[src/rtl/ddr2_64bit_local_req_frontend.sv]
`default_nettype none
// ============================================================================
// Module      : ddr2_64bit_local_req_frontend
// Description : Client command/write-beat front end for the DDR2 controller
//               local port. It returns read data with a per-burst last marker.
// Revision    : 1.0 - initial release
// ============================================================================
module ddr2_64bit_local_req_frontend #(
    parameter int ADDR_W          = 26,
    parameter int DATA_W          = 128,
    parameter int BE_W            = 16,
    parameter int SIZE_W          = 6,
    parameter int MAX_BURST       = 32,
    parameter int MAX_OUTSTANDING = 64,
    parameter int RD_CMD_DEPTH    = 4
) (
    input  logic              phy_clk,
    input  logic              reset_phy_clk,
    input  logic              local_init_done,
    input  logic              cmd_valid,
    output logic              cmd_ready,
    input  logic              cmd_write,
    input  logic [ADDR_W-1:0] cmd_addr,
    input  logic [SIZE_W-1:0] cmd_len,
    input  logic              wr_valid,
    output logic              wr_ready,
    input  logic [DATA_W-1:0] wr_data,
    input  logic [BE_W-1:0]   wr_be,
    output logic [ADDR_W-1:0] local_address,
    output logic [SIZE_W-1:0] local_size,
    output logic              local_burstbegin,
    output logic              local_read_req,
    output logic              local_write_req,
    output logic [DATA_W-1:0] local_wdata,
    output logic [BE_W-1:0]   local_be,
    input  logic              local_ready,
    input  logic [DATA_W-1:0] local_rdata,
    input  logic              local_rdata_valid,
    output logic              rsp_valid,
    output logic [DATA_W-1:0] rsp_data,
    output logic              rsp_last,
    output logic [6:0]        outstanding_beats,
    output logic              rd_underflow
);

    // RD_CMD_DEPTH must be a power of two and at least 2.
    localparam int                C_PTR_W     = $clog2(RD_CMD_DEPTH);
    localparam logic [C_PTR_W:0]  C_FIFO_FULL = (C_PTR_W+1)'(RD_CMD_DEPTH);
    localparam logic [C_PTR_W-1:0] C_PTR_ONE  = C_PTR_W'(1);
    localparam logic [7:0]        C_MAX_OUT   = 8'(MAX_OUTSTANDING);
    localparam logic [SIZE_W-1:0] C_MAX_BURST = SIZE_W'(MAX_BURST);
    localparam logic [SIZE_W-1:0] C_ONE       = SIZE_W'(1);

    typedef enum logic [1:0] {
        IDLE     = 2'd0,
        RD_REQ   = 2'd1,
        WR_BURST = 2'd2
    } state_t;

    state_t              r_state_q, w_state_d;
    logic [ADDR_W-1:0]   r_addr_q, w_addr_d;
    logic [SIZE_W-1:0]   r_len_q, w_len_d;
    logic [SIZE_W-1:0]   r_beat_cnt_q, w_beat_cnt_d;
    logic                r_first_q, w_first_d;
    logic [6:0]          r_outstanding_q, w_outstanding_d;
    logic [SIZE_W-1:0]   r_fifo_mem_q [RD_CMD_DEPTH];
    logic [C_PTR_W-1:0]  r_wr_ptr_q, w_wr_ptr_d;
    logic [C_PTR_W-1:0]  r_rd_ptr_q, w_rd_ptr_d;
    logic [C_PTR_W:0]    r_fifo_cnt_q, w_fifo_cnt_d;
    logic [SIZE_W-1:0]   r_ret_cnt_q, w_ret_cnt_d;
    logic                r_rsp_valid_q, w_rsp_valid_d;
    logic [DATA_W-1:0]   r_rsp_data_q, w_rsp_data_d;
    logic                r_rsp_last_q, w_rsp_last_d;
    logic                r_rd_underflow_q, w_rd_underflow_d;

    logic [SIZE_W-1:0]   w_cmd_len_eff;
    logic [7:0]          w_out_sum;
    logic                w_fifo_full;
    logic                w_rd_fits;
    logic                w_cmd_accept;
    logic                w_push;
    logic                w_pop;
    logic                w_rd_issue;
    logic                w_wr_xfer;
    logic                w_ret;
    logic [SIZE_W-1:0]   w_fifo_head;
    logic [SIZE_W-1:0]   w_ret_cnt_inc;
    logic                w_ret_last;

    // Zero-length commands count as one beat; oversize lengths saturate.
    always_comb begin
        w_cmd_len_eff = cmd_len;
        if (cmd_len == '0) begin
            w_cmd_len_eff = C_ONE;
        end else if (cmd_len > C_MAX_BURST) begin
            w_cmd_len_eff = C_MAX_BURST;
        end
    end

    assign w_fifo_full   = (r_fifo_cnt_q == C_FIFO_FULL);
    assign w_out_sum     = 8'(r_outstanding_q) + 8'(w_cmd_len_eff);
    assign w_rd_fits     = !w_fifo_full && (w_out_sum <= C_MAX_OUT);
    assign cmd_ready     = (r_state_q == IDLE) && local_init_done && !reset_phy_clk &&
                           (cmd_write || w_rd_fits);
    assign w_cmd_accept  = cmd_valid && cmd_ready;
    assign w_push        = w_cmd_accept && !cmd_write;
    assign w_rd_issue    = (r_state_q == RD_REQ) && local_ready;
    assign w_wr_xfer     = (r_state_q == WR_BURST) && wr_valid && local_ready;

    // A return beat with nothing in flight is dropped and flagged instead.
    assign w_ret         = local_rdata_valid && (r_outstanding_q != '0);
    assign w_fifo_head   = r_fifo_mem_q[r_rd_ptr_q];
    assign w_ret_cnt_inc = r_ret_cnt_q + C_ONE;
    assign w_ret_last    = w_ret && (w_ret_cnt_inc == w_fifo_head);
    assign w_pop         = w_ret_last;

    always_comb begin
        w_state_d    = r_state_q;
        w_addr_d     = r_addr_q;
        w_len_d      = r_len_q;
        w_beat_cnt_d = r_beat_cnt_q;
        w_first_d    = r_first_q;
        case (r_state_q)
            IDLE: begin
                if (w_cmd_accept) begin
                    w_addr_d = cmd_addr;
                    w_len_d  = w_cmd_len_eff;
                    if (cmd_write) begin
                        w_beat_cnt_d = w_cmd_len_eff;
                        w_first_d    = 1'b1;
                        w_state_d    = WR_BURST;
                    end else begin
                        w_state_d    = RD_REQ;
                    end
                end
            end
            RD_REQ: begin
                if (local_ready) begin
                    w_state_d = IDLE;
                end
            end
            WR_BURST: begin
                if (w_wr_xfer) begin
                    w_first_d    = 1'b0;
                    w_beat_cnt_d = r_beat_cnt_q - C_ONE;
                    if (r_beat_cnt_q == C_ONE) begin
                        w_state_d = IDLE;
                    end
                end
            end
            default: begin
                w_state_d = IDLE;
            end
        endcase
    end

    always_comb begin
        local_read_req   = (r_state_q == RD_REQ);
        local_write_req  = (r_state_q == WR_BURST) && wr_valid;
        local_burstbegin = (r_state_q == RD_REQ) || ((r_state_q == WR_BURST) && r_first_q);
        wr_ready         = (r_state_q == WR_BURST) && local_ready;
        local_wdata      = '0;
        local_be         = '0;
        if (r_state_q == WR_BURST) begin
            local_wdata = wr_data;
            local_be    = wr_be;
        end
    end

    // Issue (+len) and return (-1) can land in the same cycle; apply both.
    always_comb begin
        w_outstanding_d = r_outstanding_q;
        if (w_rd_issue) begin
            w_outstanding_d = w_outstanding_d + 7'(r_len_q);
        end
        if (w_ret) begin
            w_outstanding_d = w_outstanding_d - 7'd1;
        end
    end

    always_comb begin
        w_wr_ptr_d   = r_wr_ptr_q;
        w_rd_ptr_d   = r_rd_ptr_q;
        w_fifo_cnt_d = r_fifo_cnt_q;
        if (w_push) begin
            w_wr_ptr_d = r_wr_ptr_q + C_PTR_ONE;
        end
        if (w_pop) begin
            w_rd_ptr_d = r_rd_ptr_q + C_PTR_ONE;
        end
        case ({w_push, w_pop})
            2'b10:   w_fifo_cnt_d = r_fifo_cnt_q + 1'b1;
            2'b01:   w_fifo_cnt_d = r_fifo_cnt_q - 1'b1;
            default: w_fifo_cnt_d = r_fifo_cnt_q;
        endcase
    end

    always_comb begin
        w_ret_cnt_d      = r_ret_cnt_q;
        w_rsp_valid_d    = w_ret;
        w_rsp_last_d     = w_ret_last;
        w_rsp_data_d     = r_rsp_data_q;
        w_rd_underflow_d = r_rd_underflow_q;
        if (w_ret) begin
            w_rsp_data_d = local_rdata;
            w_ret_cnt_d  = w_ret_last ? '0 : w_ret_cnt_inc;
        end
        if (local_rdata_valid && (r_outstanding_q == '0)) begin
            w_rd_underflow_d = 1'b1;
        end
    end

    always_ff @(posedge phy_clk) begin
        if (reset_phy_clk) begin
            r_state_q        <= IDLE;
            r_addr_q         <= '0;
            r_len_q          <= '0;
            r_beat_cnt_q     <= '0;
            r_first_q        <= 1'b0;
            r_outstanding_q  <= '0;
            r_wr_ptr_q       <= '0;
            r_rd_ptr_q       <= '0;
            r_fifo_cnt_q     <= '0;
            r_ret_cnt_q      <= '0;
            r_rsp_valid_q    <= 1'b0;
            r_rsp_data_q     <= '0;
            r_rsp_last_q     <= 1'b0;
            r_rd_underflow_q <= 1'b0;
        end else begin
            r_state_q        <= w_state_d;
            r_addr_q         <= w_addr_d;
            r_len_q          <= w_len_d;
            r_beat_cnt_q     <= w_beat_cnt_d;
            r_first_q        <= w_first_d;
            r_outstanding_q  <= w_outstanding_d;
            r_wr_ptr_q       <= w_wr_ptr_d;
            r_rd_ptr_q       <= w_rd_ptr_d;
            r_fifo_cnt_q     <= w_fifo_cnt_d;
            r_ret_cnt_q      <= w_ret_cnt_d;
            r_rsp_valid_q    <= w_rsp_valid_d;
            r_rsp_data_q     <= w_rsp_data_d;
            r_rsp_last_q     <= w_rsp_last_d;
            r_rd_underflow_q <= w_rd_underflow_d;
        end
    end

    // Storage only; validity is tracked by the reset pointers and count.
    always_ff @(posedge phy_clk) begin
        if (w_push) begin
            r_fifo_mem_q[r_wr_ptr_q] <= w_cmd_len_eff;
        end
    end

    assign local_address     = r_addr_q;
    assign local_size        = r_len_q;
    assign outstanding_beats = r_outstanding_q;
    assign rsp_valid         = r_rsp_valid_q;
    assign rsp_data          = r_rsp_data_q;
    assign rsp_last          = r_rsp_last_q;
    assign rd_underflow      = r_rd_underflow_q;

endmodule
`default_nettype wire
[config.mk]
export PLATFORM = sky130hd
export DESIGN_NAME = ddr2_64bit_local_req_frontend
export DESIGN_NICKNAME = d
export VERILOG_FILES = /design/src/rtl/ddr2_64bit_local_req_frontend.sv
export SDC_FILE = /design/constraint.sdc
export NUM_CORES = 1
export LEC_CHECK = 0
export CORE_AREA = 2 2 247 249
export DETAILED_ROUTE_END_ITERATION = 12
export DIE_AREA = 0 0 249 251
export GPL_TIMING_DRIVEN = 1
export PLACE_DENSITY = 0.51
export SLEW_MARGIN = 10
export SYNTH_ARGS = -nofsm -noshare
export SYNTH_HDL_FRONTEND = slang
export SYNTH_SLANG_ARGS = --single-unit
[constraint.sdc]
create_clock -name phy_clk -period 9.6 [get_ports phy_clk]
set_clock_uncertainty 0.2 [all_clocks]
set_input_delay 1.44 -clock phy_clk [delete_from_list [all_inputs] [get_ports phy_clk]]
set_output_delay 1.44 -clock phy_clk [all_outputs]
set_load 0.01 [all_outputs]
Yosys cells after proc, flatten, opt, wreduce, memory -nomap -nowiden. Memories as Yosys holds them, arrays and structs flattened. A register that Yosys moved wholly into a read port is not among the register bits. Cells that the tools add are included.

Bits in registers: 192. Memory bits (writable): 24. Input bits: 312. Memories kept: 1.

Memory list: r_fifo_mem_q (depth 4, width 6, read ports 1, clocked after Yosys merged registers in 1, wr ports 1, line 66) `logic [SIZE_W-1:0] r_fifo_mem_q [RD_CMD_DEPTH];`.

Add/subtract/negate cells: 9. $lt $le $gt $ge: 2. Eq/ne operators: 12. Multiplexer cells: 26. Reductions and logical operators: 28.

Operators by type and width (number): 128-bit two-way mux (1); 6-bit two-way mux (6); 16-bit two-way mux (1); 1-bit logical AND (14); 2-bit two-way mux (7); 7-bit two-way mux (2); 6-bit one-hot mux with 2 select lines (1); 7-bit by 6-bit adder with 8-bit output (1); 8-bit by 7-bit <= comparator with 1-bit output (second input constant) (1); 4-bit AND reduction (2); 7-bit by 6-bit adder with 7-bit output (1); 7-bit logical NOT (1); 7-bit nonzero test (1); 7-bit by 1-bit subtractor with 7-bit output (second input constant) (1); 6-bit by 1-bit adder with 6-bit output (second input constant) (1); 6-bit by 1-bit == test with 1-bit output (second input constant) (1); 6-bit == test (1); 6-bit > comparator (second input constant) (1); 6-bit logical NOT (1); 2-bit inequality test (second input constant) (3); 2-bit one-hot mux with 3 select lines (1); 3-bit one-hot mux with 2 select lines (1); 6-bit by 1-bit subtractor with 6-bit output (second input constant) (1); 1-bit two-way mux (5); 13 further kinds (21).

Longest topological paths before layout. Gate-level depths: netlist of run 1.

Word-level depth: 12. Depth in mapped cells: 16. Gate-level depth less buffers: 16.

Least setup slack after synthesis of run 1. No wires, ideal clock.

Kind: input to output. Start: in cmd_len[4]. End: out cmd_ready. Arrival: 3.918 ns. Data required time: 7.960 ns. Slack: 4.042 ns. Cell stages on the path: 10. Path through: nor4_1 nor2_1 nor2_1 ha_1 fa_1 or3_1 a2111oi_4 o21a_2 buf_4 o21a_1.

Longest elaborated chain between the ends: 8. Elaborated cells on any way between the ends: 9.

RTL lines: start: declaration (line 24) `input logic [SIZE_W-1:0] cmd_len,`; 6-bit > comparator (line 95) `end else if (cmd_len > C_MAX_BURST) begin`; 6-bit two-way mux (line 95); 6-bit two-way mux * (line 93) `if (cmd_len == '0) begin`; net w_cmd_len_eff[0] (line 76) `logic [SIZE_W-1:0] w_cmd_len_eff;`; 7-bit by 6-bit adder with 8-bit output * (line 101) `assign w_out_sum = 8'(r_outstanding_q) + 8'(w_cmd_len_eff);`; 8-bit by 7-bit <= comparator with 1-bit output * (line 102) `assign w_rd_fits = !w_fifo_full && (w_out_sum <= C_MAX_OUT);`; 1-bit logical AND * (line 102); 1-bit logical OR * (line 104) `(cmd_write || w_rd_fits);`; 1-bit logical AND * (line 103) `assign cmd_ready = (r_state_q == IDLE) && local_init_done && !reset_phy_clk &&`; end: declaration (line 21) `output logic cmd_ready,`.

The timed path passes the listed nets; every way through them passes the cells marked *.

Final worst setup path of run 1.
Start: in cmd_len[3]. End: out cmd_ready.

Same word-level chain as after synthesis.

==> results of run 1 <==
==> sequential cells by signal (all words and copies together) (netlist names), 2 cells and up, named ones only <==
signal,cells
r_beat_cnt_q,6
r_wr_ptr_q,2
r_rd_ptr_q,2
r_ret_cnt_q,6
local_address,26
local_size,6
r_state_q,2
outstanding_beats,7
r_fifo_cnt_q,3
rsp_data,128
r_fifo_mem_q,24
==> stage by stage <==
step	area, µm²	cells	worst slack [ns]	power (mW)	hold WS [ns]
3_5_place_dp	16850	2507	2.309	2.489	0.2455
6_report	17790	2566	2.320	3.501	0.2509
4_1_cts	17770	2557	2.295	3.565	0.2538
5_1_grt	17770	2557	2.048	3.714	0.2716
2_1_floorplan	9806	1173	4.042	1.809	0.2491
3_3_place_gp	16850	2507	2.275	2.472	0.2418
==> Yosys cell counts (3+ instances only) <==
master | number | share of area
nor3b_1 | 3 | 0.0023
fa_1 | 3 | 0.0061
nor3_1 | 5 | 0.0026
a21o_1 | 4 | 0.0031
inv_1 | 15 | 0.0057
a22oi_1 | 8 | 0.0061
xnor2_1 | 11 | 0.0098
a211oi_1 | 4 | 0.0031
buf_4 | 3 | 0.0023
mux4_2 | 6 | 0.014
nand3_1 | 38 | 0.019
mux2i_1 | 6 | 0.0061
nand2_1 | 274 | 0.10
nor2b_1 | 7 | 0.0045
o211ai_1 | 33 | 0.025
clkbuf_1 | 85 | 0.033
o21ai_0 | 13 | 0.0066
edfxtp_1 | 24 | 0.073
dfxtp_1 | 194 | 0.40
and2_1 | 150 | 0.096
nor2_1 | 36 | 0.014
a21oi_1 | 174 | 0.089
and3_1 | 5 | 0.0032
nand2b_1 | 4 | 0.0026
or3_1 | 4 | 0.0026
ha_1 | 21 | 0.027
xor2_1 | 11 | 0.0098
==> routing by layer <==
| metal | GRT usage | share of wire |
|---|---|---|
| met1 | 0.1791 | 0.41 |
| met2 | 0.2450 | 0.46 |
| met3 | 0.05508 | 0.093 |
| met4 | 0.04814 | 0.032 |
| met5 | 0 | 0.0012 |
==> cell families (layout without fill, tap and decap cells) <==
group | Yosys count | in the layout | share of synthesized area
adders and majority gates | 24 | 24 | 0.03292
other | 0 | 9 | 0
muxes | 13 | 13 | 0.02105
AOI/OAI and AO/OA | 253 | 253 | 0.1503
DFF | 218 | 218 | 0.4696
buffers and inverters | 105 | 707 | 0.04147
and+or+nand+nor | 535 | 535 | 0.2579
xor gates and xnor gates | 25 | 25 | 0.02680
==> cell type report <==
type                            instances  area share
Antenna cell                            9    0.001266
Clock buffer                           40     0.04529
Clock inverter                         10    0.006400
Inverter                               15    0.003165
Multi-Input combinational cell        850      0.2705
Sequential cell                       218      0.2588
Tap cell                              782     0.05500
Timing Repair Buffer                  642      0.3596
==> cells in the final DEF, fill, tap and decap left out, types with 3 or more instances in the layout <==
| cell | count |
|---|---|
| a211oi_1 | 4 |
| a21o_1 | 4 |
| a21oi_1 | 174 |
| a22oi_1 | 8 |
| and2_1 | 149 |
| and3_1 | 5 |
| buf_4 | 12 |
| clkbuf_1 | 6 |
| clkbuf_16 | 28 |
| clkbuf_8 | 6 |
| clkdlybuf4s50_1 | 629 |
| clkinv_2 | 4 |
| dfxtp_1 | 194 |
| diode_2 | 9 |
| edfxtp_1 | 24 |
| fa_1 | 3 |
| ha_1 | 21 |
| inv_1 | 15 |
| mux2i_1 | 6 |
| mux4_2 | 6 |
| nand2_1 | 273 |
| nand2b_1 | 4 |
| nand3_1 | 38 |
| nor2_1 | 36 |
| nor2b_1 | 6 |
| nor3_1 | 5 |
| nor3b_1 | 3 |
| o211ai_1 | 33 |
| o21ai_0 | 12 |
| or3_1 | 4 |
| xnor2_1 | 11 |
| xor2_1 | 11 |
==> where the power goes <==
group / switching [mW] / internal, mW / total [mW]
logic: 0.677 / 0.583 / 1.26
registers: 0.106 / 1.09 / 1.19
clock network: 0.416 / 0.634 / 1.05
==> worst max path at each step <==
stage,from,end,slack (ns),depth (start not counted)
4_1_cts,cmd_len[3],cmd_ready,2.29,11
2_1_floorplan,cmd_len[4],cmd_ready,4.04,10
3_5_place_dp,cmd_len[3],cmd_ready,2.31,11
3_3_place_gp,cmd_len[3],cmd_ready,2.27,11
6_report,cmd_len[3],cmd_ready,2.32,11
5_1_grt,cmd_len[4],cmd_ready,2.05,11
==> tightest hold or removal path, cell delays in order, from the launching register on <==
cell and delay, ns:
dfxtp_1 0.30, nand2_1 0.05, a21oi_1 0.05
==> flow_summary_export.csv, run 1 <==
group,metric,value,unit
worst_setup_path,cpLargestDelayFamily,"simple AND/OR/NAND/NOR gates",
clock_tree,post-cts-setup-buffer-count,0,
worst_hold_path,worstHoldStart,"rsp_data[14]",
timing,fmax,137.4,MHz
grt,grt_use_total,0.1487,
clock_tree,clkSinkCount,218,
flow_run,drv_cap,0,
worst_setup_path,path_max_fanout,33,
synth,synthDistinctLibCells,49,
power,pwr_density_cell,196.8,nW/µm²
route,viasPerCell,4.053,
timing,final.setup.tns,0,ns
worst_setup_path,timing.rr.start,"outstanding_beats[4]",
worst_setup_path,arrival,5.64,ns
route,routedWlPerCell,19.19,µm
grt,grt_pass1_wl,70020,µm
route,postRouteAntennaNets,0,
final_layout,multi_input_area,4812,µm²
placement,portBuffers,630,
worst_setup_path,critical_path_buf_inv_count,2,
route,drt_iter0_markers,512,
final_layout,num-fill-cells,6310,
worst_hold_path,hold-path-endpoint,"rsp_data[14]",
worst_setup_path,rr_worst_depth,12,
worst_setup_path,rrSetupSlack,5.61,ns
synth,synth_seq_cells,218,
power,ir_drop,0.1138,mV
worst_setup_path,critical_path_class,"in2out",
floorplanning,dieArea,62500,µm²
grt,antenna_found_initial,22,
route,via_count,10400,
placement,place.gp.congestion,0.8990,
final_layout,nets,2090,
status,outcome,"completed",
worst_setup_path,r2r_end,"r_fifo_cnt_q[2]",
synth,syn_area,9806,µm²
clock_tree,clk_pin_slew,0.05,ns
worst_setup_path,crit_path_start_kind,"input pin",
clock_tree,cts_tree,"yes",
floorplanning,die_w,249,µm
final_layout,fin_util,0.2975,
synth,synth_cells,1173,
timing,worst_pin_slew,1.000,ns
timing,final-hold-violation-count,0,
route,finalWirelength,49230,µm
clock_tree,ctsRootBufferMaster,"clkbuf_16",
grt,grt_pass1_vias,10240,
worst_hold_path,hp-class,"reg2reg",
synth,synth-seq-area-share,0.4696,
grt,grt_overflow,0,
clock_tree,clk_latency,0.57,ns
synth,synth-warning-count,0,
floorplanning,initial_core_util,0.1640,
worst_hold_path,min_path_cells,2,
clock_tree,cts-htree-levels,1,
timing,period_minus_slack,7.280,ns
route,drtPass1Iterations,5,
final_layout,drive_gt1_frac,0.04169,
timing,finalSetupViolCount,0,
worst_setup_path,end_kind,"primary output",
final_layout,syn_to_final_growth,81.43,%
worst_setup_path,max_stage_delay,0.65,ns
clock_tree,clockBufferDepth,3,
timing,drv_slew,0,
synth,synth_edf_count,24,
floorplanning,die_h,251,µm
synth,avgSynthCellArea,8.359,µm²
power,leakage,6.454,nW
timing,relSlewSlack,0.3333,
timing,rsz0062_at_grt,"no",
placement,dp_hpwl,38990,µm
clock_tree,post_cts_resized,0,
clock_tree,postCtsHoldBufs,0,
route,drc,0,
timing,min_period_over_period,0.7583,
worst_setup_path,slowest_stage,"o21a_2",
floorplanning,ioPinCount,631,
floorplanning,core_area,59790,µm²
synth,syn-num-nets,1509,
floorplanning,rows,90,
clock_tree,numCtsBuffers,27,
synth,synthFlopType,"dfxtp_1",
final_layout,regArea,4604,µm²
grt,grt_max_degree,120,
synth,async_reset_ff_frac,0,
worst_setup_path,crit_chain,"clkdlybuf4s50_1 -> nor4_1 -> nor2_1 -> nor2_1 -> ha_1 -> fa_1 -> or3_1 -> a2111oi_4 -> o21a_2 -> o21a_1 -> clkdlybuf4s50_1",
worst_setup_path,required,7.96,ns
No activity file was read; power rests on OpenSTA's default activity.
==> run 2, diff against run 1 <==
--- a/config.mk
+++ b/config.mk
@@ -5,11 +5,11 @@
 export SDC_FILE = /design/constraint.sdc
 export NUM_CORES = 1
 export LEC_CHECK = 0
-export CORE_AREA = 2 2 247 249
+export CORE_AREA = 2 2 242 244
 export DETAILED_ROUTE_END_ITERATION = 12
-export DIE_AREA = 0 0 249 251
+export DIE_AREA = 0 0 244 246
 export GPL_TIMING_DRIVEN = 1
-export PLACE_DENSITY = 0.51
+export PLACE_DENSITY = 0.53
 export SLEW_MARGIN = 10
 export SYNTH_ARGS = -nofsm -noshare
 export SYNTH_HDL_FRONTEND = slang
==> constraint.sdc (replaced) <==
create_clock -name phy_clk -period 6.6 [get_ports phy_clk]
set_clock_uncertainty 0.2 [all_clocks]
set_input_delay 0.99 -clock phy_clk [delete_from_list [all_inputs] [get_ports phy_clk]]
set_output_delay 0.99 -clock phy_clk [all_outputs]
set_load 0.01 [all_outputs]
==> flow_summary_export.csv, run 2 (synthesis gave the netlist of run 1 again) <==
group,metric,value,unit
timing,relSlewSlack,0.2927,
worst_setup_path,required,5.41,ns
final_layout,syn_to_final_growth,80.67,%
timing,min_period_over_period,0.8601,
final_layout,drive_gt1_frac,0.04045,
status,outcome,"completed",
grt,antenna_found_initial,15,
clock_tree,clk_pin_slew,0.06,ns
clock_tree,post-cts-setup-buffer-count,0,
placement,placedInstanceArea,16860,µm²
route,drc,0,
clock_tree,clk_latency,0.55,ns
route,finalWirelength,50520,µm
route,drtPass1Iterations,5,
grt,grt_use_total,0.1584,
final_layout,stdcell_area,17720,µm²
grt,grt_max_degree,100,
timing,final-hold-violation-count,0,
final_layout,largest_reg_flops,128,
final_layout,fin_util,0.3088,
worst_setup_path,critical_path_class,"in2out",
timing,worst_pin_slew,1.061,ns
route,viasPerCell,4.085,
power,ir_drop,0.2093,mV
grt,grt_pass1_vias,10360,
floorplanning,dieArea,60020,µm²
placement,place_inst,2495,
placement,pre_cts_ws,0.8911,ns
worst_setup_path,path_max_fanout,3,
timing,period_minus_slack,5.677,ns
timing,drv_slew,0,
route,routedWlPerCell,19.80,µm
final_layout,num-fill-cells,6044,
worst_setup_path,startpoint,"cmd_len[3]",
placement,dp_hpwl,40230,µm
clock_tree,cts_tree,"yes",
timing,finalSetupViolCount,0,
flow_run,drv_cap,0,
worst_setup_path,end_kind,"primary output",
floorplanning,die_h,246,µm
timing,setup_slack,0.9235,ns
power,pwr_density_cell,282.9,nW/µm²
floorplanning,rows,88,
timing,final.setup.tns,0,ns
clock_tree,post_cts_resized,0,
worst_hold_path,worstHoldStart,"rsp_data[63]",
clock_tree,postCtsHoldBufs,0,
final_layout,nets,2095,
worst_hold_path,hp-class,"reg2reg",
floorplanning,core_area,57370,µm²
placement,place.gp.congestion,0.9147,
clock_tree,numCtsBuffers,27,
clock_tree,clockBufferDepth,3,
grt,grt_overflow,0,
route,postRouteAntennaNets,0,
power,leakage,6.430,nW
route,via_count,10420,
final_layout,final_common_cell,"clkdlybuf4s50_1",
clock_tree,ctsRootBufferMaster,"clkbuf_16",
worst_setup_path,timing.rr.start,"outstanding_beats[3]",
floorplanning,ioPinCount,631,
timing,fmax,176.2,MHz
floorplanning,initial_core_util,0.1709,
final_layout,layout_common_cells,"629 x clkdlybuf4s50_1, 273 x nand2_1, 194 x dfxtp_1",
clock_tree,cts-htree-levels,1,
final_layout,fin_cells,2552,
worst_setup_path,crit_path_start_kind,"input pin",
grt,grt_pass1_wl,70920,µm
timing,rsz0062_at_grt,"no",
clock_tree,clkSinkCount,218,
floorplanning,die_w,244,µm
route,drt_iter0_markers,522,
placement,portBuffers,630,
worst_setup_path,arrival,4.49,ns
-- run 2: cell types whose count changed in the layout (fill, tap and decap cells not counted), sizes merged --
cell	change
diode	-2
buf	+5
clkinv	-3
inv	-1
bufinv	-2
clkbuf	+6
-- run 2: power by group --
group | total (mW) | switching [mW] | leakage (nW) | internal [mW]
Clock | 1.41 | 0.589 | 0.404 | 0.824
Sequential | 1.73 | 0.151 | 1.80 | 1.58
Combinational | 1.87 | 1.01 | 4.22 | 0.857
-- run 2: routing by layer --
metal	share of wire	global-route usage	up-vias
met2	0.49	0.2716	372
met3	0.085	0.05327	68
met1	0.40	0.1888	4872
met4	0.027	0.04179	16
met5	0.0022	0	-
li1	-	-	5096
-- run 2: cell type report --
cell class,instances,area [µm²],share of cell area
multi-input cells,850,4812,0.2716
flip-flops and latches,218,4604,0.2599
diodes,7,17.52,0.0009888
clock inverters,4,26.28,0.001483
clock buffers,46,807.0,0.04555
well taps,765,957.2,0.05403
inverters,15,56.30,0.003178
repair buffers,647,6435,0.3632
-- run 2: path summary, 6_finish.rpt --
kind	cells after the start	slack (ns)	to
worst max-delay path	10	0.92	cmd_ready
worst min-delay path	2	0.25	rsp_data[63]
worst max register to register	12	2.70	r_fifo_cnt_q[2]
worst min register to register	2	0.25	rsp_data[63]
-- run 2: critical path, cell delays in order --
cell and delay (ns):
clkdlybuf4s50_1 0.49, nor2b_1 0.30, ha_1 0.33, and2_1 0.19, a221o_1 0.34, or3_1 0.40, a2111oi_4 0.43, o21a_2 0.21
o21a_1 0.19, clkdlybuf4s50_1 0.61
-- run 2: metrics by stage --
stage / total power [mW] / hold WS (ns)
detailed placement: 3.654 / 0.2459
CTS: 5.111 / 0.2537
floorplan: 2.632 / 0.2491
global route: 5.325 / 0.2679
finish: 5.011 / 0.2513
global placement: 3.619 / 0.2410
